[src/rtl/vt52_pkg.sv]
`default_nettype none
// +----------------------------------------------------------------------+
// | vt52_pkg : shared constants, FSM encoding and baud divisor table.   |
// | Revision 1.0                                                         |
// +----------------------------------------------------------------------+
package vt52_pkg;

  localparam int OVS   = 16;
  localparam int DIV_W = 12;

  typedef enum logic [2:0] {
    ST_IDLE  = 3'd0,
    ST_START = 3'd1,
    ST_DATA  = 3'd2,
    ST_STOP  = 3'd3,
    ST_BREAK = 3'd4
  } rx_state_e;

  // Clocks per oversampling tick at 50 MHz, indexed by the 3-bit speed code.
  function automatic logic [DIV_W-1:0] baud_div(input logic [2:0] code);
    logic [DIV_W-1:0] d;
    case (code)
      3'd0:    d = 12'd2604;
      3'd1:    d = 12'd1302;
      3'd2:    d = 12'd651;
      3'd3:    d = 12'd326;
      3'd4:    d = 12'd163;
      3'd5:    d = 12'd81;
      3'd6:    d = 12'd54;
      default: d = 12'd27;
    endcase
    return d;
  endfunction

endpackage
`default_nettype wire

[src/rtl/vt52_baud_tick.sv]
`default_nettype none
// +----------------------------------------------------------------------+
// | vt52_baud_tick : 16x oversampling tick divider with speed-change     |
// | detection and a synchronous clear. Revision 1.0                      |
// +----------------------------------------------------------------------+
module vt52_baud_tick
  import vt52_pkg::*;
(
  input  logic       clk_i,
  input  logic       rst_i,
  input  logic [2:0] speed_i,
  input  logic       clr_i,
  output logic       tick_o,
  output logic       spd_chg_o
);

  logic [2:0]       speed_q;
  logic [DIV_W-1:0] cnt_q;
  logic [DIV_W-1:0] cnt_d;
  logic [DIV_W-1:0] w_div_last;

  assign w_div_last = baud_div(speed_q) - 12'd1;
  assign spd_chg_o  = (speed_i != speed_q);
  assign tick_o     = (cnt_q == w_div_last);

  always_comb begin
    cnt_d = cnt_q + 12'd1;
    if (clr_i || spd_chg_o || tick_o) begin
      cnt_d = '0;
    end
  end

  // Loading the live code in reset keeps the first cycle out of reset from
  // looking like a speed change.
  always_ff @(posedge clk_i) begin
    if (rst_i) begin
      speed_q <= speed_i;
      cnt_q   <= '0;
    end else begin
      speed_q <= speed_i;
      cnt_q   <= cnt_d;
    end
  end

endmodule
`default_nettype wire

[src/rtl/vt52_uart_rx.sv]
`default_nettype none
// +----------------------------------------------------------------------+
// | vt52_uart_rx : 8N1 UART receiver, 16x oversampled, with a single-    |
// | entry valid/ack holding register. Revision 1.0                       |
// +----------------------------------------------------------------------+
module vt52_uart_rx
  import vt52_pkg::*;
#(
  parameter int CLK_HZ = 50000000,
  parameter int OVS    = 16
) (
  input  logic       clk50,
  input  logic       reset,
  input  logic [2:0] speed,
  input  logic       rx,
  output logic [7:0] rx_data,
  output logic       rx_valid,
  input  logic       rx_ack,
  output logic       rx_ferr,
  output logic       rx_ovr,
  output logic       rx_busy
);

  localparam int              TC_W    = $clog2(OVS);
  localparam logic [TC_W-1:0] TC_S1   = TC_W'(OVS / 2 - 1);
  localparam logic [TC_W-1:0] TC_S2   = TC_W'(OVS / 2);
  localparam logic [TC_W-1:0] TC_MID  = TC_W'(OVS / 2 + 1);
  localparam logic [TC_W-1:0] TC_LAST = TC_W'(OVS - 1);

  if (CLK_HZ != 50000000 || OVS != vt52_pkg::OVS) begin : g_cfg_guard
    $error("vt52_uart_rx: divisor table is fixed for 50 MHz and 16x oversampling");
  end

  logic            rx_meta_q;
  logic            rxs_q;
  logic            rxs_prev_q;
  rx_state_e       state_q;
  logic [TC_W-1:0] tc_q;
  logic [2:0]      bit_q;
  logic [1:0]      smp_q;
  logic [7:0]      shift_q;
  logic            done_q;
  logic            ferr_q;
  logic [7:0]      data_q;
  logic            valid_q;
  logic            ovr_q;

  logic            w_tick;
  logic            w_spd_chg;
  logic            w_fall;
  logic            w_clr;
  logic            w_maj;
  logic            w_in_frame;

  always_ff @(posedge clk50) begin
    if (reset) begin
      rx_meta_q  <= 1'b1;
      rxs_q      <= 1'b1;
      rxs_prev_q <= 1'b1;
    end else begin
      rx_meta_q  <= rx;
      rxs_q      <= rx_meta_q;
      rxs_prev_q <= rxs_q;
    end
  end

  assign w_fall     = rxs_prev_q & ~rxs_q;
  assign w_clr      = (state_q == ST_IDLE) & w_fall;
  assign w_in_frame = (state_q == ST_START) || (state_q == ST_DATA) || (state_q == ST_STOP);
  // Third vote is the live synchronised sample on the deciding tick.
  assign w_maj      = (smp_q[0] & smp_q[1]) | (smp_q[0] & rxs_q) | (smp_q[1] & rxs_q);

  vt52_baud_tick u_baud_tick (
    .clk_i     (clk50),
    .rst_i     (reset),
    .speed_i   (speed),
    .clr_i     (w_clr),
    .tick_o    (w_tick),
    .spd_chg_o (w_spd_chg)
  );

  always_ff @(posedge clk50) begin
    if (reset) begin
      state_q <= ST_IDLE;
      tc_q    <= '0;
      bit_q   <= '0;
      smp_q   <= '0;
      shift_q <= '0;
      done_q  <= 1'b0;
      ferr_q  <= 1'b0;
    end else begin
      done_q <= 1'b0;
      ferr_q <= 1'b0;
      if (w_spd_chg) begin
        state_q <= ST_IDLE;
        tc_q    <= '0;
      end else begin
        if (w_tick && w_in_frame) begin
          tc_q <= tc_q + 1'b1;
          if (tc_q == TC_S1) smp_q[0] <= rxs_q;
          if (tc_q == TC_S2) smp_q[1] <= rxs_q;
        end
        case (state_q)
          ST_IDLE: begin
            if (w_fall) begin
              state_q <= ST_START;
              tc_q    <= '0;
            end
          end
          ST_START: begin
            if (w_tick) begin
              if (tc_q == TC_MID && w_maj) begin
                state_q <= ST_IDLE;
              end else if (tc_q == TC_LAST) begin
                state_q <= ST_DATA;
                bit_q   <= '0;
              end
            end
          end
          ST_DATA: begin
            if (w_tick) begin
              if (tc_q == TC_MID) shift_q <= {w_maj, shift_q[7:1]};
              if (tc_q == TC_LAST) begin
                if (bit_q == 3'd7) state_q <= ST_STOP;
                else               bit_q   <= bit_q + 3'd1;
              end
            end
          end
          ST_STOP: begin
            // Returning to IDLE mid-stop lets a back-to-back start edge be caught.
            if (w_tick && tc_q == TC_MID) begin
              if (w_maj) begin
                done_q  <= 1'b1;
                state_q <= ST_IDLE;
              end else begin
                ferr_q  <= 1'b1;
                state_q <= ST_BREAK;
              end
            end
          end
          ST_BREAK: begin
            if (rxs_q) state_q <= ST_IDLE;
          end
          default: state_q <= ST_IDLE;
        endcase
      end
    end
  end

  always_ff @(posedge clk50) begin
    if (reset) begin
      data_q  <= '0;
      valid_q <= 1'b0;
      ovr_q   <= 1'b0;
    end else if (done_q) begin
      data_q  <= shift_q;
      valid_q <= 1'b1;
      if (valid_q) ovr_q <= ~rx_ack;
    end else if (valid_q && rx_ack) begin
      valid_q <= 1'b0;
      ovr_q   <= 1'b0;
    end
  end

  assign rx_data  = data_q;
  assign rx_valid = valid_q;
  assign rx_ferr  = ferr_q;
  assign rx_ovr   = ovr_q;
  assign rx_busy  = (state_q != ST_IDLE);

endmodule
`default_nettype wire

[config.mk]
export PLATFORM = sky130hd
export DESIGN_NAME = vt52_uart_rx
export DESIGN_NICKNAME = d
export VERILOG_FILES = /design/src/rtl/vt52_pkg.sv /design/src/rtl/vt52_baud_tick.sv /design/src/rtl/vt52_uart_rx.sv
export SDC_FILE = /design/constraint.sdc
export NUM_CORES = 1
export LEC_CHECK = 0
export CAP_MARGIN = 20
export CORE_AREA = 5 5 77 79
export DETAILED_ROUTE_END_ITERATION = 6
export DIE_AREA = 0 0 82 84
export MAX_ROUTING_LAYER = met4
export PLACE_DENSITY = 0.84
export SYNTH_ARGS = -nofsm -noshare
export SYNTH_HDL_FRONTEND = slang
export SYNTH_SLANG_ARGS = --single-unit
[constraint.sdc]
create_clock -name clk50 -period 2.63 [get_ports clk50]
set_clock_uncertainty 0.1 [all_clocks]
set_input_delay 0.263 -clock clk50 [delete_from_list [all_inputs] [get_ports clk50]]
set_output_delay 0.263 -clock clk50 [all_outputs]
set_load 0.03 [all_outputs]
# Yosys cells after proc, flatten, opt, wreduce, memory -nomap -nowiden
# Index checks and enable logic that the tools add are counted.
dict set report totals {
  ff_bits 50
  out_inout_bits 12
  wordCells 111
  inputBits 7
}
dict set report op_classes {
  bitwise_logic 12
  muxes 28
  add_sub_neg 4
  n_eq_ne 29
  reduce_logical 22
}
# operator count
set op_table {}
lappend op_table {{12-bit one-hot mux with 7 select lines} 1}
lappend op_table {{3-bit 2-to-1 mux} 16}
lappend op_table {{8-bit AND reduction} 2}
lappend op_table {{3-bit equality test (second input constant)} 5}
lappend op_table {{3-bit one-hot mux with 5 select lines} 1}
lappend op_table {{2-bit by 1-bit inequality test with 1-bit output (second input constant)} 7}
lappend op_table {{12-bit by 1-bit adder with 12-bit output (second input constant)} 1}
lappend op_table {{12-bit equality test} 1}
lappend op_table {{3-bit by 2-bit equality test with 1-bit output (second input constant)} 4}
lappend op_table {{4-bit equality test (second input constant)} 3}
lappend op_table {{4-bit 2-to-1 mux} 3}
lappend op_table {{12-bit by 1-bit subtractor with 12-bit output (second input constant)} 1}
lappend op_table {{2-bit inequality test (second input constant)} 4}
lappend op_table {{3-bit by 1-bit equality test with 1-bit output (second input constant)} 2}
lappend op_table {{3-bit logical NOT} 2}
lappend op_table {{1-bit 2-to-1 mux} 6}
lappend op_table {{3-bit one-hot mux with 2 select lines} 1}
lappend op_table {{3-bit AND reduction} 2}
lappend op_table {{1-bit AND} 5}
lappend op_table {{1-bit NOT} 5}
lappend op_table {{4-bit by 1-bit adder with 4-bit output (second input constant)} 1}
lappend op_table {{4-bit by 3-bit equality test with 1-bit output (second input constant)} 1}
lappend op_table {{1-bit logical AND} 4}
lappend op_table {{1-bit logical OR} 4}
lappend op_table {{other kinds (10)} 13}

# Longest topological paths before layout
dict set report depth {
  depth_word 8
  ltp_mapped 12
  ltp_nobuf 9
}

# Modules after synthesis
# From an unflattened synthesis, not the netlist that was laid out.
dict set report unflattened {
  hier_cells 285
  area_unflattened_um2 2516.2
}
# module area_per_inst_um2 seq_area_each_um2 n_inst cells_each
set by_module_without_submodules {}
lappend by_module_without_submodules {vt52_uart_rx 1521.5 700.7 1 167}
lappend by_module_without_submodules {vt52_baud_tick 994.7 300.3 1 118}

# Worst setup path after synthesis
# Ideal clock, no wire load.
dict set report synth_path {
  path_type {register -> register}
  startpoint {register u_baud_tick.speed_q[0]}
  endpoint {register bit_q[0]}
  n_path_buf 2
  setup_time_ns 0.121
  required_time_ns 2.409
  setup_slack_ns -0.195
  path_stages_with_launch 12
  arrival_ns 2.605
  synth_period_minus_slack_ns 2.825
  cell_sequence {dfxtp_1 buf_6 clkbuf_1 xor2_1 nor2_1 ha_1 xor2_1 xnor3_1 nor4_4 nand2_2 nor3_2 mux2_2}
}
dict set report synth_between {
  elab_chain_cells 6
  word_cells_on_any_way 15
  classes_between {add/sub (1); eq/ne (10); mux (1); bitwise (1); reduce/logical (2)}
}
# element line_no
set synth_lines {}
lappend synth_lines {{start, declared} vt52_baud_tick.sv:17} ;# logic [2:0] speed_q;
lappend synth_lines {{start signal, assigned} vt52_baud_tick.sv:37} ;# speed_q <= speed_i;
lappend synth_lines {{start signal, assigned} vt52_baud_tick.sv:40} ;# speed_q <= speed_i;
lappend synth_lines {{3-bit equality test (tied with other cells)} vt52_pkg.sv:22} ;# case (code)
lappend synth_lines {{12-bit one-hot mux with 7 select lines} vt52_pkg.sv:22}
lappend synth_lines {{12-bit by 1-bit subtractor with 12-bit output} vt52_baud_tick.sv:22} ;# assign w_div_last = baud_div(speed_q) - 12'd1;
lappend synth_lines {{12-bit equality test} vt52_baud_tick.sv:24} ;# assign tick_o = (cnt_q == w_div_last);
lappend synth_lines {{2-bit by 1-bit inequality test with 1-bit output (no source line)} n/a}
lappend synth_lines {{8-bit AND reduction (no source line) *} n/a}
lappend synth_lines {{end signal, assigned} vt52_uart_rx.sv:125} ;# else bit_q <= bit_q + 3'd1;
lappend synth_lines {{end, declared} vt52_uart_rx.sv:39} ;# logic [2:0] bit_q;
# Mark *: on every way between the ends. The rest lies on a longest branch, timed or not.
# A chain may end at the register's enable or synchronous reset.

# Worst setup path in the final report
dict set report layout_path {
  startpoint {register u_baud_tick.speed_q[0]}
  endpoint {register tc_q[2]}
}
dict set report layout_between {
  elab_chain_cells 8
  word_cells_on_any_way 16
  classes_between {add/sub (1); eq/ne (8); mux (4); reduce/logical (3)}
}
# element line_no
set layout_lines {}
lappend layout_lines {{3-bit equality test (tied with other cells)} vt52_pkg.sv:22}
lappend layout_lines {{12-bit one-hot mux with 7 select lines} vt52_pkg.sv:22}
lappend layout_lines {{12-bit by 1-bit subtractor with 12-bit output} vt52_baud_tick.sv:22}
lappend layout_lines {{12-bit equality test} vt52_baud_tick.sv:24}
lappend layout_lines {{1-bit logical AND} vt52_uart_rx.sv:98} ;# if (w_tick && w_in_frame) begin
lappend layout_lines {{4-bit 2-to-1 mux} vt52_uart_rx.sv:98}
lappend layout_lines {{4-bit 2-to-1 mux} vt52_uart_rx.sv:105} ;# if (w_fall) begin
lappend layout_lines {{4-bit 2-to-1 mux} vt52_uart_rx.sv:103} ;# case (state_q)
lappend layout_lines {{end signal, assigned} vt52_uart_rx.sv:99} ;# tc_q <= tc_q + 1'b1;
lappend layout_lines {{end, declared} vt52_uart_rx.sv:38} ;# logic [TC_W-1:0] tc_q;
# Several ways; a longest one is shown, not always the timed one.

==> impl_metrics.py <==
metrics = {
    "routing": {
        "ant_nets": 0,
        "wl_met3_um": 217,
        "drc": 0,
        "wl_met1_um": 2500,
        "finalWirelength_um": 5740,
        "wl_met2_um": 2890,
        "routed.top_layer": "met4",
        "via_per_inst": 5.64,
        "drt_iter0_drc": 96,
        "vias": 2263,
        "wl_per_cell_um": 14.3,
        "first_pass_iters": 4,
    },
    "setup_path": {
        "reg2reg_from": "u_baud_tick.speed_q[0]$_DFF_P_",
        "cp_max_fo": 5,
        "critPathLaunch": "u_baud_tick.speed_q[0]$_DFF_P_",
        "startpoint_type": "register",
        "r2r-end": "tc_q[2]$_SDFF_PP0_",
        "r2r_slack_ns": -0.1,
        "cp.arrival_ns": 2.88,
        "cp-end-kind": "register",
        "worst_ep_required_time_ns": 2.78,
        "reg2reg_depth": 10,
        "worst-setup-path-type": "reg -> reg",
    },
    "finish": {
        "nets": 342,
        "final_cells": 401,
        "fillCellCount": 451,
        "antenna_cells": 0,
        "final_area_sq_um": 3140,
        "synthToLayoutAreaGrowth_pct": 21.7,
        "drive_gt1_share_pct": 17.6,
    },
    "synth": {
        "synth-edff-count": 0,
        "synth_top_area_share_pct": 38.8,
        "syn_inst": 302,
        "synth_top_family_by_area": "simple AND/OR/NAND/NOR gates",
        "synth_fa_ha_area_share_pct": 3.79,
        "ys_seq_elements": 50,
        "synth.avg_cell_area_sq_um": 8.53,
        "synth_common_cells": "dfxtp_1 (50), nor2_1 (33), a21oi_1 (20), nand3_1 (20), o21ai_0 (15)",
        "async_reset_ff_share_pct": 0,
        "synth_area_sq_um": 2580,
        "synth_cell_types": 51,
        "synth_compound_area_share_pct": 12.5,
        "yosysWarnings": 0,
        "synthMuxAreaShare_pct": 5.10,
        "synthFlopType": "dfxtp_1",
        "yosysMostFrequentCell": "dfxtp_1",
        "synth_xor_xnor_area_share_pct": 6.99,
        "ys_seq_area_share_pct": 38.8,
        "synthTopCellsByArea": "dfxtp_1 (39%), nor2_1 (4.8%), mux2i_1 (4.7%)",
        "yosys.area_share.simple_pct": 27.7,
        "synthesis.nets": 316,
        "yosysTopAreaCell": "dfxtp_1",
    },
    "status": {
        "failed_checks": "negative setup slack",
        "status": "finished, violations left",
    },
    "cts": {
        "cts_root_buffer": "clkbuf_8",
        "cts_buffer_depth": 2,
        "clkLatencyLatePin_ns": 0.31,
        "htreeDepth": 2,
        "cts-buffers-inserted": 5,
        "clkTransAtPathRegs_ns": 0.10,
        "cts_tree": "done",
        "cts.sinks": 50,
    },
    "pwr": {
        "power.density_nw_per_um2": 445,
        "max-vdd-ir-drop_mv": 0.314,
        "power_mw": 1.40,
        "power_leakage_nw": 1.08,
    },
    "global_routing": {
        "grt_pass1_vias": 2152,
        "grt_pass1_wl_um": 9450,
        "antenna_found_initial": 0,
        "grt_max_degree": 31,
        "grt.total_usage_pct": 17.7,
        "grt-ovfl-total": 0,
    },
    "place": {
        "numPortBuffers": 18,
        "dpl.hpwl_um": 3760,
        "gp_congestion": 0.904,
        "dp.cells": 383,
        "post_dp_cell_area_sq_um": 2850,
    },
    "sta": {
        "final_hold_viol_count": 0,
        "tns_ns": -0.660,
        "slew_violations": 0,
        "final.period_utilization_pct": 104,
        "finalCriticalPeriod_ns": 2.73,
        "setup_viol": 19,
        "worst_slew_pin_slew_ns": 0.700,
        "setup_ws_ns": -0.0962,
        "grt_setup_unrepaired": "yes",
        "fmax_mhz": 367,
        "slew_headroom_pct": 53.0,
    },
    "min_path": {
        "hp-class": "reg -> reg",
        "holdPathEnd": "rxs_q$_SDFF_PP1_",
        "worstHoldStart": "rx_meta_q$_SDFF_PP1_",
        "hold_depth": 1,
    },
    "floorplan": {
        "io_pins": 19,
        "rows": 27,
        "fp.dieArea_sq_um": 6890,
        "fp.dieH_um": 84,
        "fp.dieW_um": 82,
        "start_util_pct": 48.9,
        "core_sq_um": 5270,
    },
    "run": {
        "cap_violations": 0,
    },
}
[cells by family after synthesis]
| family | Yosys count |
|---|---|
| simple gates | 127 |
| buf+inv | 31 |
| xor+xnor | 19 |
| compound gates | 54 |
| flops | 50 |
| fa+ha+maj | 8 |
| mux | 13 |
[per-layer routing]
layer,GRT usage [%],vias up
li1,-,1113
met1,21.9,1084
met2,26.5,54
met3,3.78,12
met4,9.21,0
met5,-,-
[state kept, by name, summed over array words and instances (netlist names)]
signal	cells
rxs_q	1
done_q	1
rx_ferr	1
rx_data	8
u_baud_tick.speed_q	3
rx_meta_q	1
smp_q	2
state_q	3
rx_valid	1
u_baud_tick.cnt_q	12
rxs_prev_q	1
rx_ovr	1
bit_q	3
shift_q	8
tc_q	4
[power breakdown]
group	switching, mW	leakage, nW	internal [mW]
clock	0.286	0.0506	0.199
sequential	0.00629	0.404	0.762
combinational	0.0732	0.622	0.0693
total	0.366	1.08	1.03
[final cells by class]
cell class	instances	area, sq um	share of cell area [%]
well taps	72	90.1	2.87
inverters	11	41.3	1.32
repair buffers	38	342	10.9
multi-input cells	222	1570	49.9
clock buffers	5	68.8	2.19
flip-flops and latches	50	1000	31.9
clock inverters	3	28.8	0.917
[placed cells by master (no fill, tap or decap), types with 5 or more instances in the layout]
cell type	instances
o21ai_0	6
a21oi_1	19
o21ai_2	5
nand2b_1	10
clkdlybuf4s50_1	18
nor3_1	9
dfxtp_1	49
o21ai_1	5
buf_4	17
xnor2_1	7
xor2_1	9
nand2_1	9
or3_1	7
ha_1	6
nor2_1	33
clkbuf_8	5
inv_1	11
mux2i_1	12
nand3b_1	6
nand3_1	18
[how the worst max path moves through the flow]
stage               cells past startpoint                       to  slack (ns)
detailed placement                      9  state_q[2]$_SDFFE_PP0P_       -0.05
CTS                                    10    bit_q[0]$_SDFFE_PP0P_       -0.04
global route                           10       tc_q[2]$_SDFF_PP0_       -0.27
floorplan                              11  state_q[2]$_SDFFE_PP0P_      -0.004
global placement                        9  state_q[2]$_SDFFE_PP0P_        0.03
finish                                 10       tc_q[2]$_SDFF_PP0_        -0.1
[metrics by stage]
stage                     hold slack, ns  setup WS [ns]  utilization [%]
final                              0.317        -0.0962             59.5
after global routing               0.339         -0.265             59.5
after CTS                          0.319        -0.0398             57.5
after detailed placement           0.296        -0.0472             54.0
after global placement             0.293         0.0332             54.0
after floorplan                    0.191       -0.00446                -
[worst max-delay path, stage by stage, from the launching register on]
cell	delay, ns
dfxtp_2	0.36
and2b_2	0.25
xnor2_2	0.14
ha_2	0.19
xor2_1	0.17
xnor3_2	0.31
nor4_4	0.26
buf_4	0.19
nand3_4	0.10
or4_1	0.45
a21oi_1	0.15
[timing repair]
| item | in CTS | in global routing |
|---|---|---|
| gates cloned | 1 | 0 |
| buffers inserted | 5 | 4 |
| gates resized for setup | 12 | 22 |
| pin swaps | 6 | 4 |
| endpoints found under the setup margin | 13 | 32 |
| hold buffers | 0 | 0 |
Power figures use the tool's default switching activity.
